<file path="config.mk">
export PLATFORM = sky130hd
export DESIGN_NAME = core_run_controller
export DESIGN_NICKNAME = d
export VERILOG_FILES = /design/src/rtl/core_run_pkg.sv /design/src/rtl/halt_detector.sv /design/src/rtl/core_run_controller.sv
export SDC_FILE = /design/constraint.sdc
export NUM_CORES = 1
export LEC_CHECK = 0
export BUFFER_PORTS_ARGS = -buffer_cell sky130_fd_sc_hd__buf_4
export CAP_MARGIN = 25
export CORE_MARGIN = 2
export CORE_UTILIZATION = 53
export CTS_BUF_LIST = sky130_fd_sc_hd__clkbuf_8 sky130_fd_sc_hd__clkbuf_16
export DETAILED_ROUTE_END_ITERATION = 16
export GPL_ROUTABILITY_DRIVEN = 0
export MAX_ROUTING_LAYER = met4
export PLACE_DENSITY = 0.86
export SYNTH_ARGS = -nofsm -noshare
export SYNTH_HDL_FRONTEND = slang
export SYNTH_SLANG_ARGS = --single-unit
</file>
<file path="constraint.sdc">
create_clock -name clk -period 7.85 [get_ports clk]
set_input_delay 1.1775 -clock clk [delete_from_list [all_inputs] [get_ports clk]]
set_output_delay 1.1775 -clock clk [all_outputs]
set_load 0.05 [all_outputs]
</file>
<file path="src/rtl/core_run_pkg.sv">
// Shared types and constants for the core run controller.
package core_run_pkg;

  typedef enum logic [1:0] {
    ST_IDLE       = 2'd0,
    ST_RESET_HOLD = 2'd1,
    ST_RUN        = 2'd2,
    ST_DONE       = 2'd3
  } run_state_e;

  localparam logic [31:0] ECALL_INSTR         = 32'h0000_0073;
  localparam logic [31:0] TOHOST_ADDR_DEFAULT = 32'h0000_0FFC;

endpackage

</file>
<file path="src/rtl/halt_detector.sv">
// Flags a self-loop halt once the PC has stayed unchanged for HALT_REPEAT
// consecutive enabled cycles. The first enabled cycle only loads prev_pc.
module halt_detector #(
  parameter int unsigned XLEN        = 32,
  parameter int unsigned HALT_REPEAT = 3
) (
  input  logic            clk,
  input  logic            rst,
  input  logic            en,
  input  logic [XLEN-1:0] pc,
  output logic            halt
);

  localparam int unsigned RW = (HALT_REPEAT < 1) ? 1 : $clog2(HALT_REPEAT + 1);
  localparam logic [RW-1:0] RPT_LAST = RW'(HALT_REPEAT);

  logic [XLEN-1:0] prev_pc;
  logic            valid;
  logic [RW-1:0]   rpt;
  logic [RW-1:0]   rpt_d;

  // Next repeat count: saturating count of unchanged-PC cycles.
  always_comb begin
    rpt_d = rpt;
    if (pc == prev_pc) begin
      if (rpt != RPT_LAST) rpt_d = rpt + RW'(1);
    end else begin
      rpt_d = '0;
    end
  end

  // PC history and halt flag; cleared whenever detection is disabled.
  always_ff @(posedge clk or posedge rst) begin
    if (rst) begin
      prev_pc <= '0;
      valid   <= 1'b0;
      rpt     <= '0;
      halt    <= 1'b0;
    end else if (!en) begin
      valid <= 1'b0;
      rpt   <= '0;
      halt  <= 1'b0;
    end else if (!valid) begin
      prev_pc <= pc;
      valid   <= 1'b1;
      rpt     <= '0;
      halt    <= 1'b0;
    end else begin
      prev_pc <= pc;
      rpt     <= rpt_d;
      halt    <= (rpt_d == RPT_LAST);
    end
  end

endmodule

</file>
<file path="src/rtl/core_run_controller.sv">
// Run controller for a test core: holds the core in reset, runs it, and
// detects termination via tohost write, ecall, self-loop or cycle budget.
module core_run_controller
  import core_run_pkg::*;
#(
  parameter int unsigned     XLEN         = 32,
  parameter int unsigned     RESET_CYCLES = 2,
  parameter int unsigned     MAX_CYCLES   = 1024,
  parameter int unsigned     HALT_REPEAT  = 3,
  parameter int unsigned     CNT_W        = 16,
  parameter logic [XLEN-1:0] TOHOST_ADDR  = XLEN'(TOHOST_ADDR_DEFAULT)
) (
  input  logic             clk,
  input  logic             rst,
  input  logic             start,
  input  logic [XLEN-1:0]  pc,
  input  logic [31:0]      instr,
  input  logic             mem_we,
  input  logic [XLEN-1:0]  mem_addr,
  input  logic [XLEN-1:0]  mem_wdata,
  output logic             core_rst_n,
  output logic             running,
  output logic             done,
  output logic             pass,
  output logic             fail,
  output logic             timeout,
  output logic [CNT_W-1:0] cycle_count,
  output logic [XLEN-1:0]  exit_code
);

  localparam int unsigned HOLD_W = (RESET_CYCLES > 1) ? $clog2(RESET_CYCLES) : 1;
  localparam logic [HOLD_W-1:0] HOLD_LAST =
    HOLD_W'((RESET_CYCLES > 0) ? (RESET_CYCLES - 1) : 0);
  localparam logic [CNT_W-1:0] CNT_LAST = CNT_W'(MAX_CYCLES - 1);

  run_state_e        state_q, state_d;
  logic [HOLD_W-1:0] hold_q, hold_d;

  logic              core_rst_n_d, running_d, done_d;
  logic              pass_d, fail_d, timeout_d;
  logic [CNT_W-1:0]  cycle_count_d;
  logic [XLEN-1:0]   exit_code_d;

  logic              launch, finish;
  logic              halt;
  logic              tohost_hit, ecall_hit, budget_hit;

  assign tohost_hit = mem_we && (mem_addr == TOHOST_ADDR);
  assign ecall_hit  = (instr == ECALL_INSTR);
  assign budget_hit = (cycle_count == CNT_LAST);

  // Self-loop detection, active only while the core is running.
  halt_detector #(
    .XLEN        (XLEN),
    .HALT_REPEAT (HALT_REPEAT)
  ) u_halt_detector (
    .clk  (clk),
    .rst  (rst),
    .en   (state_q == ST_RUN),
    .pc   (pc),
    .halt (halt)
  );

  // Next-state and next-output logic.
  always_comb begin
    state_d       = state_q;
    hold_d        = hold_q;
    core_rst_n_d  = core_rst_n;
    running_d     = running;
    done_d        = done;
    pass_d        = pass;
    fail_d        = fail;
    timeout_d     = timeout;
    cycle_count_d = cycle_count;
    exit_code_d   = exit_code;
    launch        = 1'b0;
    finish        = 1'b0;

    case (state_q)
      ST_IDLE, ST_DONE: begin
        launch = start;
      end
      ST_RESET_HOLD: begin
        if (hold_q == HOLD_LAST) begin
          state_d      = ST_RUN;
          core_rst_n_d = 1'b1;
          running_d    = 1'b1;
        end else begin
          hold_d = hold_q + HOLD_W'(1);
        end
      end
      ST_RUN: begin
        if (tohost_hit) begin
          finish      = 1'b1;
          exit_code_d = mem_wdata;
          pass_d      = (mem_wdata == XLEN'(1));
          fail_d      = (mem_wdata != XLEN'(1));
        end else if (ecall_hit || halt) begin
          finish      = 1'b1;
          exit_code_d = '0;
          pass_d      = 1'b1;
          fail_d      = 1'b0;
        end else if (budget_hit) begin
          finish      = 1'b1;
          exit_code_d = '0;
          pass_d      = 1'b0;
          fail_d      = 1'b1;
          timeout_d   = 1'b1;
        end else if (cycle_count != '1) begin
          cycle_count_d = cycle_count + CNT_W'(1);
        end
      end
      default: begin
        state_d = ST_IDLE;
      end
    endcase

    if (launch) begin
      state_d       = ST_RESET_HOLD;
      hold_d        = '0;
      core_rst_n_d  = 1'b0;
      running_d     = 1'b0;
      done_d        = 1'b0;
      pass_d        = 1'b0;
      fail_d        = 1'b0;
      timeout_d     = 1'b0;
      cycle_count_d = '0;
      exit_code_d   = '0;
    end

    if (finish) begin
      state_d      = ST_DONE;
      done_d       = 1'b1;
      running_d    = 1'b0;
      core_rst_n_d = 1'b0;
    end
  end

  // State and output registers.
  always_ff @(posedge clk or posedge rst) begin
    if (rst) begin
      state_q     <= ST_IDLE;
      hold_q      <= '0;
      core_rst_n  <= 1'b0;
      running     <= 1'b0;
      done        <= 1'b0;
      pass        <= 1'b0;
      fail        <= 1'b0;
      timeout     <= 1'b0;
      cycle_count <= '0;
      exit_code   <= '0;
    end else begin
      state_q     <= state_d;
      hold_q      <= hold_d;
      core_rst_n  <= core_rst_n_d;
      running     <= running_d;
      done        <= done_d;
      pass        <= pass_d;
      fail        <= fail_d;
      timeout     <= timeout_d;
      cycle_count <= cycle_count_d;
      exit_code   <= exit_code_d;
    end
  end

endmodule

</file>
Word level (Yosys, flattened, before mapping)
Index checks and enable logic that the tools add are counted.
{"block": "totals", "inputBits": 132, "elab_cells": 97, "reg_bits": 92, "out_inout_bits": 54}
{"block": "classes", "n_reduce_logical": 16, "n_eq_ne": 15, "muxes": 50, "addsub": 3}
{"operator": "32-bit two-way mux", "n": 5}
{"operator": "16-bit two-way mux", "n": 6}
{"operator": "32-bit by 1-bit equality test with 1-bit output, second input constant", "n": 1}
{"operator": "32-bit by 12-bit equality test with 1-bit output, second input constant", "n": 1}
{"operator": "32-bit equality test", "n": 1}
{"operator": "32-bit by 7-bit equality test with 1-bit output, second input constant", "n": 1}
{"operator": "32-bit by 1-bit != test with 1-bit output, second input constant", "n": 1}
{"operator": "1-bit two-way mux", "n": 31}
{"operator": "16-bit by 1-bit adder with 16-bit output, second input constant", "n": 1}
{"operator": "16-bit by 10-bit equality test with 1-bit output, second input constant", "n": 1}
{"operator": "2-bit two-way mux", "n": 8}
{"operator": "16-bit != test, second input constant", "n": 1}
{"operator": "2-bit nonzero test", "n": 5}
{"operator": "2-bit != test, second input constant", "n": 4}
{"operator": "2-bit equality test, second input constant", "n": 3}
{"operator": "3-bit nonzero test", "n": 2}
{"operator": "5-bit AND reduction", "n": 1}
{"operator": "2-bit AND reduction", "n": 2}
{"operator": "4-bit AND reduction", "n": 1}
{"operator": "4-bit nonzero test", "n": 1}
{"operator": "2-bit by 1-bit adder with 2-bit output, second input constant", "n": 1}
{"operator": "2-bit by 1-bit equality test with 1-bit output, second input constant", "n": 1}
{"operator": "2-bit logical NOT", "n": 1}
{"operator": "2-bit OR reduction", "n": 1}
{"operator": "other kinds (3)", "n": 3}

Depth between registers and ports, before layout
Gate-level depths: netlist (run 1).
{"block": "logic_depth", "word_depth": 7, "ltp_mapped": 8, "mapped_depth_nobuf": 7}

Hierarchy
A second synthesis (run 1) with hierarchy kept.
{"block": "hier_totals", "cells_unflattened": 361, "hier_area_um2": 4370.4}
{"mod": "core_run_controller", "cells_each": 239, "area_each_um2": 2695.1, "n_inst": 1, "seq_area_each_um2": 1401.3}
{"mod": "halt_detector", "cells_each": 122, "area_each_um2": 1675.4, "n_inst": 1, "seq_area_each_um2": 900.9}

Worst setup path before layout (run 1)
OpenSTA, ideal clock, no wires.
{"block": "synth_timing", "path_kind": "input-to-reg", "startpoint": "in mem_addr[18]", "endpoint": "reg exit_code[10]", "setup_slack_ns": 5.022, "cell_stages": 7, "required_time_ns": 7.782, "n_path_buf": 2, "t_arrival_ns": 2.760, "setup_time_ns": 0.068, "cell_sequence": "nor4bb_1 nand4_1 or4_1 buf_2 nor3_4 buf_6 a32o_1"}
{"block": "synth_between", "elab_chain_cells": 5, "elab_cells_between_ends": 7}
{"element": "from (decl)", "line_no": "core_run_controller.sv:19", "rtl": "input logic [XLEN-1:0] mem_addr,"}
{"element": "32-bit by 12-bit equality test with 1-bit output *", "line_no": "core_run_controller.sv:48", "rtl": "assign tohost_hit = mem_we && (mem_addr == TOHOST_ADDR);"}
{"element": "1-bit logical AND *", "line_no": "core_run_controller.sv:48"}
{"element": "32-bit two-way mux", "line_no": "core_run_controller.sv:93", "rtl": "if (tohost_hit) begin"}
{"element": "32-bit two-way mux", "line_no": "core_run_controller.sv:79", "rtl": "case (state_q)"}
{"element": "32-bit two-way mux", "line_no": "core_run_controller.sv:118", "rtl": "if (launch) begin"}
{"element": "to (signal assigned)", "line_no": "core_run_controller.sv:162", "rtl": "exit_code <= exit_code_d;"}
{"element": "to (decl)", "line_no": "core_run_controller.sv:28", "rtl": "output logic [XLEN-1:0] exit_code"}
Mark *: on every way between the ends. The rest lies on a longest branch, timed or not. The select of a mux whose other input is x is not followed.
A chain may end at the register's enable or synchronous reset.

Worst setup path in the final report (run 1)
{"block": "layout_timing", "startpoint": "in mem_addr[18]", "endpoint": "reg exit_code[16]"}
Same word-level chain as after synthesis.

==> results of run 1 <==
-- power by group through the flow --
stage,registers (mW),clock network [mW],logic [mW]
after floorplan,0.503,0,0.0334
after global placement,0.500,0,0.0998
after detailed placement,0.501,0,0.105
after CTS,0.491,0.332,0.106
after global routing,0.493,0.351,0.114
final,0.491,0.324,0.105
-- metrics by stage --
step	power [mW]	area, um2	instances	hold WS, ps	setup slack [ps]
global route	0.958	6340	685	495	4720
floorplan	0.537	4640	394	430	4280
detailed placement	0.605	6120	668	455	4500
CTS	0.929	6320	684	467	4880
finish	0.920	6340	685	475	4860
global placement	0.599	6080	666	443	4190
-- sequential cells by signal, summed over array words and instances, names as in the netlist --
name                     flops
done                         1
u_halt_detector.prev_pc     32
u_halt_detector.rpt          2
u_halt_detector.halt         1
u_halt_detector.valid        1
exit_code                   32
running                      1
fail                         1
timeout                      1
hold_q                       1
cycle_count                 16
state_q                      2
pass                         1
-- routing by layer --
metal  share of wire [%]  up-vias  track usage [%]
li1                    -     1904                -
met1                  39     1982             32.0
met2                  53      169             44.1
met3                 6.2       12             5.68
met4                 1.2        0             8.12
met5                   0        -                -
-- cell families (layout without fill, tap and decap cells) --
| kind of cell | Yosys count | in the layout | synth area share (%) |
|---|---|---|---|
| AND/OR/NAND/NOR | 117 | 117 | 16.2 |
| buffers and inverters | 32 | 215 | 3.51 |
| multiplexers | 38 | 38 | 9.06 |
| flip-flops | 92 | 92 | 49.6 |
| XOR/XNOR | 32 | 32 | 6.04 |
| adder cells (fa/ha/maj) | 3 | 3 | 0.809 |
| AO/OA/AOI/OAI | 80 | 80 | 14.8 |
-- synthesized netlist by cell type (4+ instances only) --
| cell type | count | area share [%] |
|---|---|---|
| nor4_1 | 20 | 2.7 |
| nand2_1 | 16 | 1.3 |
| nand4_1 | 14 | 1.9 |
| nor3_1 | 5 | 0.54 |
| a21oi_1 | 10 | 1.1 |
| xor2_1 | 16 | 3.0 |
| mux2_2 | 32 | 7.8 |
| o21ai_0 | 5 | 0.54 |
| inv_1 | 6 | 0.49 |
| dfrtp_1 | 92 | 50 |
| mux2i_1 | 6 | 1.3 |
| nor2_1 | 7 | 0.57 |
| or4_1 | 10 | 1.6 |
| nand3_1 | 10 | 1.1 |
| and4_1 | 4 | 0.76 |
| o31ai_1 | 7 | 1.1 |
| and2_1 | 4 | 0.54 |
| xnor2_1 | 16 | 3.0 |
| buf_2 | 4 | 0.43 |
| clkbuf_1 | 13 | 1.1 |
| o311ai_0 | 4 | 0.76 |
| nand2b_1 | 8 | 1.1 |
| buf_6 | 4 | 0.97 |
| a32o_1 | 32 | 6.9 |
-- final cells by class --
cell class | instances | area [um2]
flip-flops and latches | 92 | 2300
fillers | 610 | 2250
multi-input cells | 270 | 2190
repair buffers | 193 | 1490
clock buffers | 10 | 138
well taps | 108 | 135
clock inverters | 6 | 63.8
inverters | 6 | 23.8
-- critical path: stages --
cell and delay, ps:
buf_4 110, nor4bb_1 280, nand4_1 230, nor4_4 290, buf_4 330, o31ai_4 220
buf_4 290, a32o_1 280
-- how the worst max path moves through the flow --
stage | to | slack, ps | cells past startpoint
2_1_floorplan | cycle_count[0]$_DFFE_PP0P_ | 4280 | 1
3_3_place_gp | exit_code[9]$_DFFE_PP0P_ | 4190 | 6
3_5_place_dp | exit_code[3]$_DFFE_PP0P_ | 4500 | 8
4_1_cts | exit_code[2]$_DFFE_PP0P_ | 4880 | 8
5_1_grt | exit_code[16]$_DFFE_PP0P_ | 4720 | 8
6_report | exit_code[16]$_DFFE_PP0P_ | 4860 | 8
==> impl_metrics.tcl, run 1 <==
set metrics [dict create \
    power_leakage_nw 2.93 \
    grt_pass1_vias 4154 \
    path_clk_slew_ps 80 \
    whs_endpoint "u_halt_detector.rpt[0]$_DFF_PP0_" \
    layout_commonest_cell "buf_4" \
    cts_tree "done" \
    status "complete, no violations" \
    final_hold_viol_count 0 \
    start_util_pct 54.0 \
    reg2reg_depth 7 \
    p_comb_share_pct 11.4 \
    switchingPower_mw 0.217 \
    die_height_um 97.6 \
    seq_area_frac_synth_pct 49.6 \
    clock-sinks 92 \
    layout-drive-gt1-share_pct 44.4 \
    layout.nets 707 \
    portBuffers 185 \
    syn2layout_area_growth_pct 36.7 \
    cp-end-kind "flop" \
    setup_viol 0 \
    ant_nets 0 \
    max_freq_mhz 335 \
    path_max_fanout 27 \
    drc 0 \
    n_antenna_cell 0 \
    drv_slew 0 \
    vdd_drop_max_v 0.0000989 \
    min_delay_path_depth 1 \
    rsz0062_at_grt "false" \
    syn_area_mm2 0.00464 \
    wl_per_cell_um 17.6 \
    powerDensity_mw_per_mm2 145 \
    synth.distinct_cells 54 \
    clock_latency_ps 350 \
    cp_data_arrival_time_ps 3220 \
    die_area_mm2 0.00952 \
    wirelength_mm 12.0 \
    rows 34 \
    slew-limit-headroom_pct 52.5 \
    fin_crit_sh_pct 38.0 \
    ioPinCount 186 \
    cts_root_buf "clkbuf_8" \
    worstHoldStart "u_halt_detector.rpt[0]$_DFF_PP0_" \
    grt_start_max_net_pins 59 \
    switching_share_pct 23.6 \
    drv_cap 0 \
    core-area_mm2 0.00859 \
    cp-start-kind "primary input" \
    hpwl_mm 8.80 \
    cts_buffers 9 \
    drt_first_pass_iters 5 \
    internal-power_mw 0.703 \
    tightest_slew_ps 712 \
    seqPwrFrac_pct 53.4 \
    synth_area_per_cell_um2 11.8 \
    period_needed_ps 2990 \
    synth_ff_type "dfrtp_1" \
    mostFrequentLayoutCells "buf_4, dfrtp_1, a32o_1, mux2_2, nor4_1" \
    r2r-start "cycle_count[0]$_DFFE_PP0P_" \
    yosysWarnings 0 \
    critPathKind "in -> reg" \
    drtIter0Drc 296 \
    viasPerCell 5.94 \
    htree_num_levels 3 \
    pwr-share-clk_pct 35.2 \
    reg2reg_to "exit_code[16]$_DFFE_PP0P_" \
    synth-seq-cells 92 \
    holdCritPathClass "reg -> reg" \
    hold_buffers 0 \
    cp_data_required_time_ps 8090 \
    r2r_slack_ps 5340 \
    fin_tns_setup_ps 0 \
    async_reset_ff_share_pct 100 \
    post_cts_buffers 0 \
    synth-edff-count 0 \
    grt_usage_pct 26.3 \
    vias 4067 \
    grt_pass1_wl_mm 19.9 \
    fin_util_pct 73.8 \
    syn_inst 394 \
    cts_buffer_depth 2 \
    finClkSkew_ps 12.4 \
    globalRouteOverflowTotal 0 \
    cp-startpoint "mem_addr[18]" \
    antenna_found_initial 0 \
    cts_resized 0 \
    dieWidth_um 97.6 \
    syn-num-nets 529 \
]
Note: power is estimated with default switching activity, not from simulation.
==> inputs of run 2 (changes only) <==
Settings changed: CORE_UTILIZATION 53 to 44, PLACE_DENSITY 0.86 to 0.77.
Clock period 7.85 ns to 2.7 ns, I/O delays scaled along.
==> run 2 against run 1 <==
  * Flip-flop and latch count is the same
  * Final cell count grew 4.4%
  * Sequential share of layout area is 0.19 points lower
  * Global-route usage fell by 4.0 points
  * Routed wire length up 0.96%
  * Non-clock buffer count is 2 higher
  * Worst setup slack worse by 4500 ps
  * Via count shrank 1.3%
  * Utilization down 12 points
  * Critical endpoint is now cycle_count[14]$_DFFE_PP0P_
  * Largest power group unchanged
==> impl_metrics.tcl, run 2 (same netlist as run 1, synthesis figures left out) <==
set metrics [dict create \
    status "complete, no violations" \
    vias 4015 \
    syn2layout_area_growth_pct 37.4 \
    post_cts_buffers 0 \
    cts_tree "done" \
    drc 0 \
    mostFrequentLayoutCells "buf_4, dfrtp_1, a32o_1, mux2_2, nor4_1" \
    whs_ps 159 \
    ant_nets 0 \
    drv_slew 0 \
    period_needed_ps 2300 \
    drv_cap 0 \
    holdCritPathClass "in -> async" \
    place_inst 699 \
    portBuffers 185 \
    hpwl_mm 9.06 \
    rows 37 \
    largestRegisters "exit_code: 32 flops, u_halt_detector.prev_pc: 32 flops, cycle_count: 16 flops" \
    drtIter0Drc 245 \
    die_height_um 107 \
    cts_buffer_depth 2 \
    final_hold_viol_count 0 \
    cts_resized 0 \
    power_leakage_nw 2.92 \
    final_cells 715 \
    finalInstanceArea_mm2 0.00638 \
    drt_first_pass_iters 5 \
    globalRouteOverflowTotal 0 \
    layout_commonest_cell "buf_4" \
    vdd_drop_max_v 0.000323 \
    n_antenna_cell 0 \
    place_area_mm2 0.00620 \
    setup_viol 0 \
    grt_start_max_net_pins 93 \
    core-area_mm2 0.0103 \
    die_area_mm2 0.0114 \
    slew-limit-headroom_pct 55.1 \
    grt_pass1_vias 4129 \
    wl_per_cell_um 17.0 \
    ioPinCount 186 \
    finClkSkew_ps 9.11 \
    fin_crit_sh_pct 85.3 \
    max_freq_mhz 434 \
    layout-drive-gt1-share_pct 44.4 \
    layout.nets 709 \
    cts_root_buf "clkbuf_8" \
    cp_data_arrival_time_ps 2540 \
    dieWidth_um 107 \
    grt_pass1_wl_mm 19.9 \
    clock-sinks 92 \
    hold_buffers 0 \
    cts_buffers 9 \
    path_clk_slew_ps 90 \
    cp_data_required_time_ps 2930 \
    start_util_pct 45.1 \
    antenna_found_initial 0 \
    critPathKind "reg -> reg" \
    cp-start-kind "flop" \
    tightest_slew_ps 668 \
    grt_usage_pct 22.3 \
    wirelength_mm 12.1 \
    fin_tns_setup_ps 0 \
    clock_latency_ps 350 \
    htree_num_levels 3 \
    path_max_fanout 9 \
    cp-end-kind "flop" \
    viasPerCell 5.62 \
    rsz0062_at_grt "false" \
    powerDensity_mw_per_mm2 417 \
    fin_util_pct 62.0 \
]
-- run 2: worst max-delay path, stage by stage (launching register included) --
cell	delay, ps
dfrtp_1	410
ha_1	210
nand2_1	90
or3_1	410
buf_4	180
or4_4	530
o311ai_2	250
o41ai_2	110
-- run 2: worst paths after layout --
check	cells past startpoint	end	start	slack, ps
setup / recovery	7	cycle_count[14]$_DFFE_PP0P_	cycle_count[0]$_DFFE_PP0P_	400
hold / removal	3	u_halt_detector.prev_pc[20]$_DFFE_PP0P_	rst	160
setup reg to reg	7	cycle_count[14]$_DFFE_PP0P_	cycle_count[0]$_DFFE_PP0P_	400
hold reg to reg	1	u_halt_detector.rpt[0]$_DFF_PP0_	u_halt_detector.rpt[0]$_DFF_PP0_	480
max in group asynchronous	3	cycle_count[13]$_DFFE_PP0P_	rst	2130
min in group clk	2	exit_code[0]$_DFFE_PP0P_	mem_wdata[0]	260
-- run 2: metrics by stage --
step           setup slack (ps)  total power, mW
2_1_floorplan               199             1.62
3_3_place_gp                218             1.83
3_5_place_dp                316             1.84
4_1_cts                     397             2.68
5_1_grt                     302             2.77
6_report                    396             2.66
-- run 2: cell type report --
type | count | area (um2)
well taps | 136 | 170
fillers | 857 | 3900
inverters | 6 | 26.3
flip-flops and latches | 92 | 2300
clock inverters | 6 | 41.3
multi-input cells | 270 | 2190
repair buffers | 195 | 1510
clock buffers | 10 | 138
-- run 2: layer usage --
layer | GRT usage, % | routed length, um | share of wire [%] | vias to the layer above
met5 | - | 0 | 0 | -
met4 | 8.91 | 305 | 2.5 | 0
met3 | 4.32 | 721 | 5.9 | 25
met2 | 36.9 | 6380 | 53 | 149
met1 | 26.9 | 4730 | 39 | 1945
li1 | - | - | - | 1896
-- run 2: report_power, final --
group / switching [mW] / leakage (nW) / internal [mW] / total (mW)
clock: 0.488 / 0.0897 / 0.358 / 0.846
sequential: 0.0383 / 1.14 / 1.41 / 1.45
combinational: 0.158 / 1.69 / 0.203 / 0.361
total: 0.684 / 2.92 / 1.97 / 2.66
==> inputs of run 3 (changes only) <==
Settings changed: ABC_AREA set to 1, CORE_UTILIZATION 44 to 46.
==> run 3 against run 2 <==
  * Sequential power is 3% lower
  * Largest power group unchanged
  * Routed wire length is 17% higher
  * Register-to-register slack better by 290 ps
  * Count of clock-buffer cells in the layout is 2 higher
  * Final cell count is 50% higher
  * Critical path type unchanged
  * Combinational power is 5.8% lower
  * Power is 16% higher
  * Non-clock buffer count is 1 lower
  * Maximum frequency is 15% higher
  * Die area is 13% higher
  * Flip-flop and latch count stayed put
==> impl_metrics.tcl, run 3 <==
set metrics [dict create \
    synth_fa_ha_area_share_pct 0.679 \
    syn-num-nets 879 \
    cts_buffers 9 \
    mostFrequentLayoutCells "buf_4, nand2_1, nor2_1" \
    synth-simple-area-share_pct 38.7 \
    slowest_delay_ps 460 \
    cp-end-kind "flop" \
    fin_tns_setup_ps 0 \
    path_max_fanout 31 \
    syn2layout_area_growth_pct 33.3 \
    die_area_mm2 0.0129 \
    cts_resized 0 \
    synth-seq-cells 92 \
    ant_nets 0 \
    clock_latency_ps 350 \
    clock-sinks 92 \
    finClkSkew_ps 7.59 \
    wirelength_mm 14.2 \
    crit_path_cell_trace "ha_1 -> nand2_2 -> inv_2 -> nand2_2 -> nor2_4 -> nand3b_2 -> nand3_2 -> o21bai_4 -> buf_12 -> nand2_2 -> nand2_2" \
    holdCritPathClass "in -> async" \
    cp_slowest_cell "dfrtp_1" \
    wl_per_cell_um 13.2 \
    fin_crit_sh_pct 74.5 \
    path_clk_slew_ps 70 \
    critPathKind "reg -> reg" \
    synth_area_per_cell_um2 7.43 \
    status "complete, no violations" \
    drv_cap 0 \
    ioPinCount 186 \
    rows 40 \
    drv_slew 0 \
    antenna_found_initial 0 \
    synthMuxAreaShare_pct 3.67 \
    syn_area_mm2 0.00553 \
    rsz0062_at_grt "false" \
    cp_data_arrival_time_ps 2300 \
    synth_top_area_share_pct 41.6 \
    synth_top_family_by_area "simple AND/OR/NAND/NOR gates" \
    grt_start_max_net_pins 52 \
    globalRouteOverflowTotal 0 \
    powerDensity_mw_per_mm2 419 \
    layout_commonest_cell "buf_4" \
    synth-edff-count 0 \
    synthTopCellsByCount "nand2_1, nor2_1, dfrtp_1" \
    cts_root_buf "clkbuf_16" \
    cp-startpoint "cycle_count[0]$_DFFE_PP0P_" \
    hold_buffers 0 \
    cp-start-kind "flop" \
    grt_pass1_vias 5165 \
    synth_ff_type "dfrtp_1" \
    syn_inst 744 \
    largestRegisters "exit_code: 32 flops, u_halt_detector.prev_pc: 32 flops, cycle_count: 16 flops" \
    power_leakage_nw 3.89 \
    place_inst 1060 \
    drc 0 \
    synth.most_common_cell "nand2_1" \
    portBuffers 185 \
    seq_area_frac_synth_pct 41.6 \
    crit_family "simple AND/OR/NAND/NOR gates" \
    vdd_drop_max_v 0.000369 \
    drt_first_pass_iters 4 \
    final_hold_viol_count 0 \
    synth.distinct_cells 36 \
    worst-path-buf-inv 2 \
    synth_xor_xnor_area_share_pct 4.59 \
    vias 5263 \
    max_freq_mhz 497 \
    r2r_slack_ps 690 \
    die_height_um 114 \
    synth_area_leaders "dfrtp_1, nand2_1, nor2_1" \
    post_cts_buffers 0 \
    layout-drive-gt1-share_pct 31.0 \
    synth_compound_area_share_pct 3.08 \
    setup_viol 0 \
    htree_num_levels 3 \
    slew-limit-headroom_pct 48.0 \
    dieWidth_um 114 \
    start_util_pct 46.6 \
    viasPerCell 4.89 \
    cts_buffer_depth 2 \
    cts_tree "done" \
    async_reset_ff_share_pct 100 \
    hpwl_mm 10.8 \
    grt_usage_pct 23.4 \
    grt_pass1_wl_mm 23.6 \
    yosysWarnings 0 \
    yosys.area.top_type "dfrtp_1" \
    n_antenna_cell 0 \
    final_cells 1076 \
    period_needed_ps 2010 \
    layout.nets 1059 \
    r2r-start "cycle_count[0]$_DFFE_PP0P_" \
    reg2reg_depth 11 \
    drtIter0Drc 294 \
    tightest_slew_ps 775 \
    cp_common_cell "nand2_2" \
    cp_data_required_time_ps 2990 \
    core-area_mm2 0.0119 \
    reg2reg_to "exit_code[21]$_DFFE_PP0P_" \
]
-- run 3: cell count changes after synthesis, moves of 8 or more --
| cell | previous run | this run |
|---|---|---|
| a32o_1 | 32 | 0 |
| nor4_1 | 20 | 0 |
| mux2_2 | 32 | 18 |
| inv_1 | 6 | 71 |
| nand4_1 | 14 | 42 |
| a21oi_1 | 10 | 1 |
| nor2_1 | 7 | 144 |
| or4_1 | 10 | 0 |
| nand2_2 | 0 | 45 |
| o21ai_0 | 5 | 22 |
| nand3_1 | 10 | 38 |
| nand2b_1 | 8 | 0 |
| nand2_1 | 16 | 180 |
-- run 3: routing by layer --
layer,up-vias,share of wire (%),track usage (%),wire [um]
met5,-,0,-,0
met4,0,2.2,8.13,310
met2,132,48,37.5,6750
met1,2395,45,29.3,6380
met3,25,5.2,5.26,734
li1,2711,-,-,-
-- run 3: how the worst max path moves through the flow --
stage	depth (start not counted)	slack [ps]	endpoint
2_1_floorplan	11	660	exit_code[21]$_DFFE_PP0P_
3_3_place_gp	10	430	exit_code[17]$_DFFE_PP0P_
3_5_place_dp	10	420	timeout$_DFFE_PP0P_
4_1_cts	11	660	exit_code[0]$_DFFE_PP0P_
5_1_grt	9	530	done$_DFFE_PP0P_
6_report	11	690	exit_code[21]$_DFFE_PP0P_
-- run 3: cell families (layout without fill, tap and decap cells) --
logic type               Yosys count  count (layout)
adder cells (fa/ha/maj)            3               3
flip-flops                        92              92
XOR/XNOR                          29              29
AO/OA/AOI/OAI                     29              29
AND/OR/NAND/NOR                  474             474
buffers and inverters             99             284
multiplexers                      18              18
-- run 3: where the power goes --
part           total [mW]  internal [mW]  leakage (nW)  switching (mW)
combinational       0.340          0.189          2.56           0.151
clock                1.33          0.791         0.160           0.540
sequential           1.41           1.40          1.18          0.0122
-- run 3: worst register-to-register path: stages, from the launching register on --
cell and delay (ps):
dfrtp_1 460, ha_1 290, nand2_2 120, inv_2 50, nand2_2 110, nor2_4 60
nand3b_2 80, nand3_2 120, o21bai_4 250, buf_12 260, nand2_2 90, nand2_2 60
-- run 3: final cells by class --
class,instances,area [um2]
flip-flops and latches,92,2300
multi-input cells,553,2810
fillers,1100,4490
clock buffers,12,267
clock inverters,4,47.5
inverters,74,282
repair buffers,194,1480
well taps,147,184
-- run 3: stage by stage --
step           cell area (um2)  power [mW]  hold slack, ps  utilization, %  worst slack [ps]
4_1_cts                   7370        3.12             142            62.2               655
6_report                  7370        3.09             131            62.2               689
2_1_floorplan             5530        1.57             475               -               656
3_5_place_dp              7060        1.78             466            59.5               422
3_3_place_gp              7060        1.78             456            59.5               427
5_1_grt                   7370        3.22             179            62.2               533
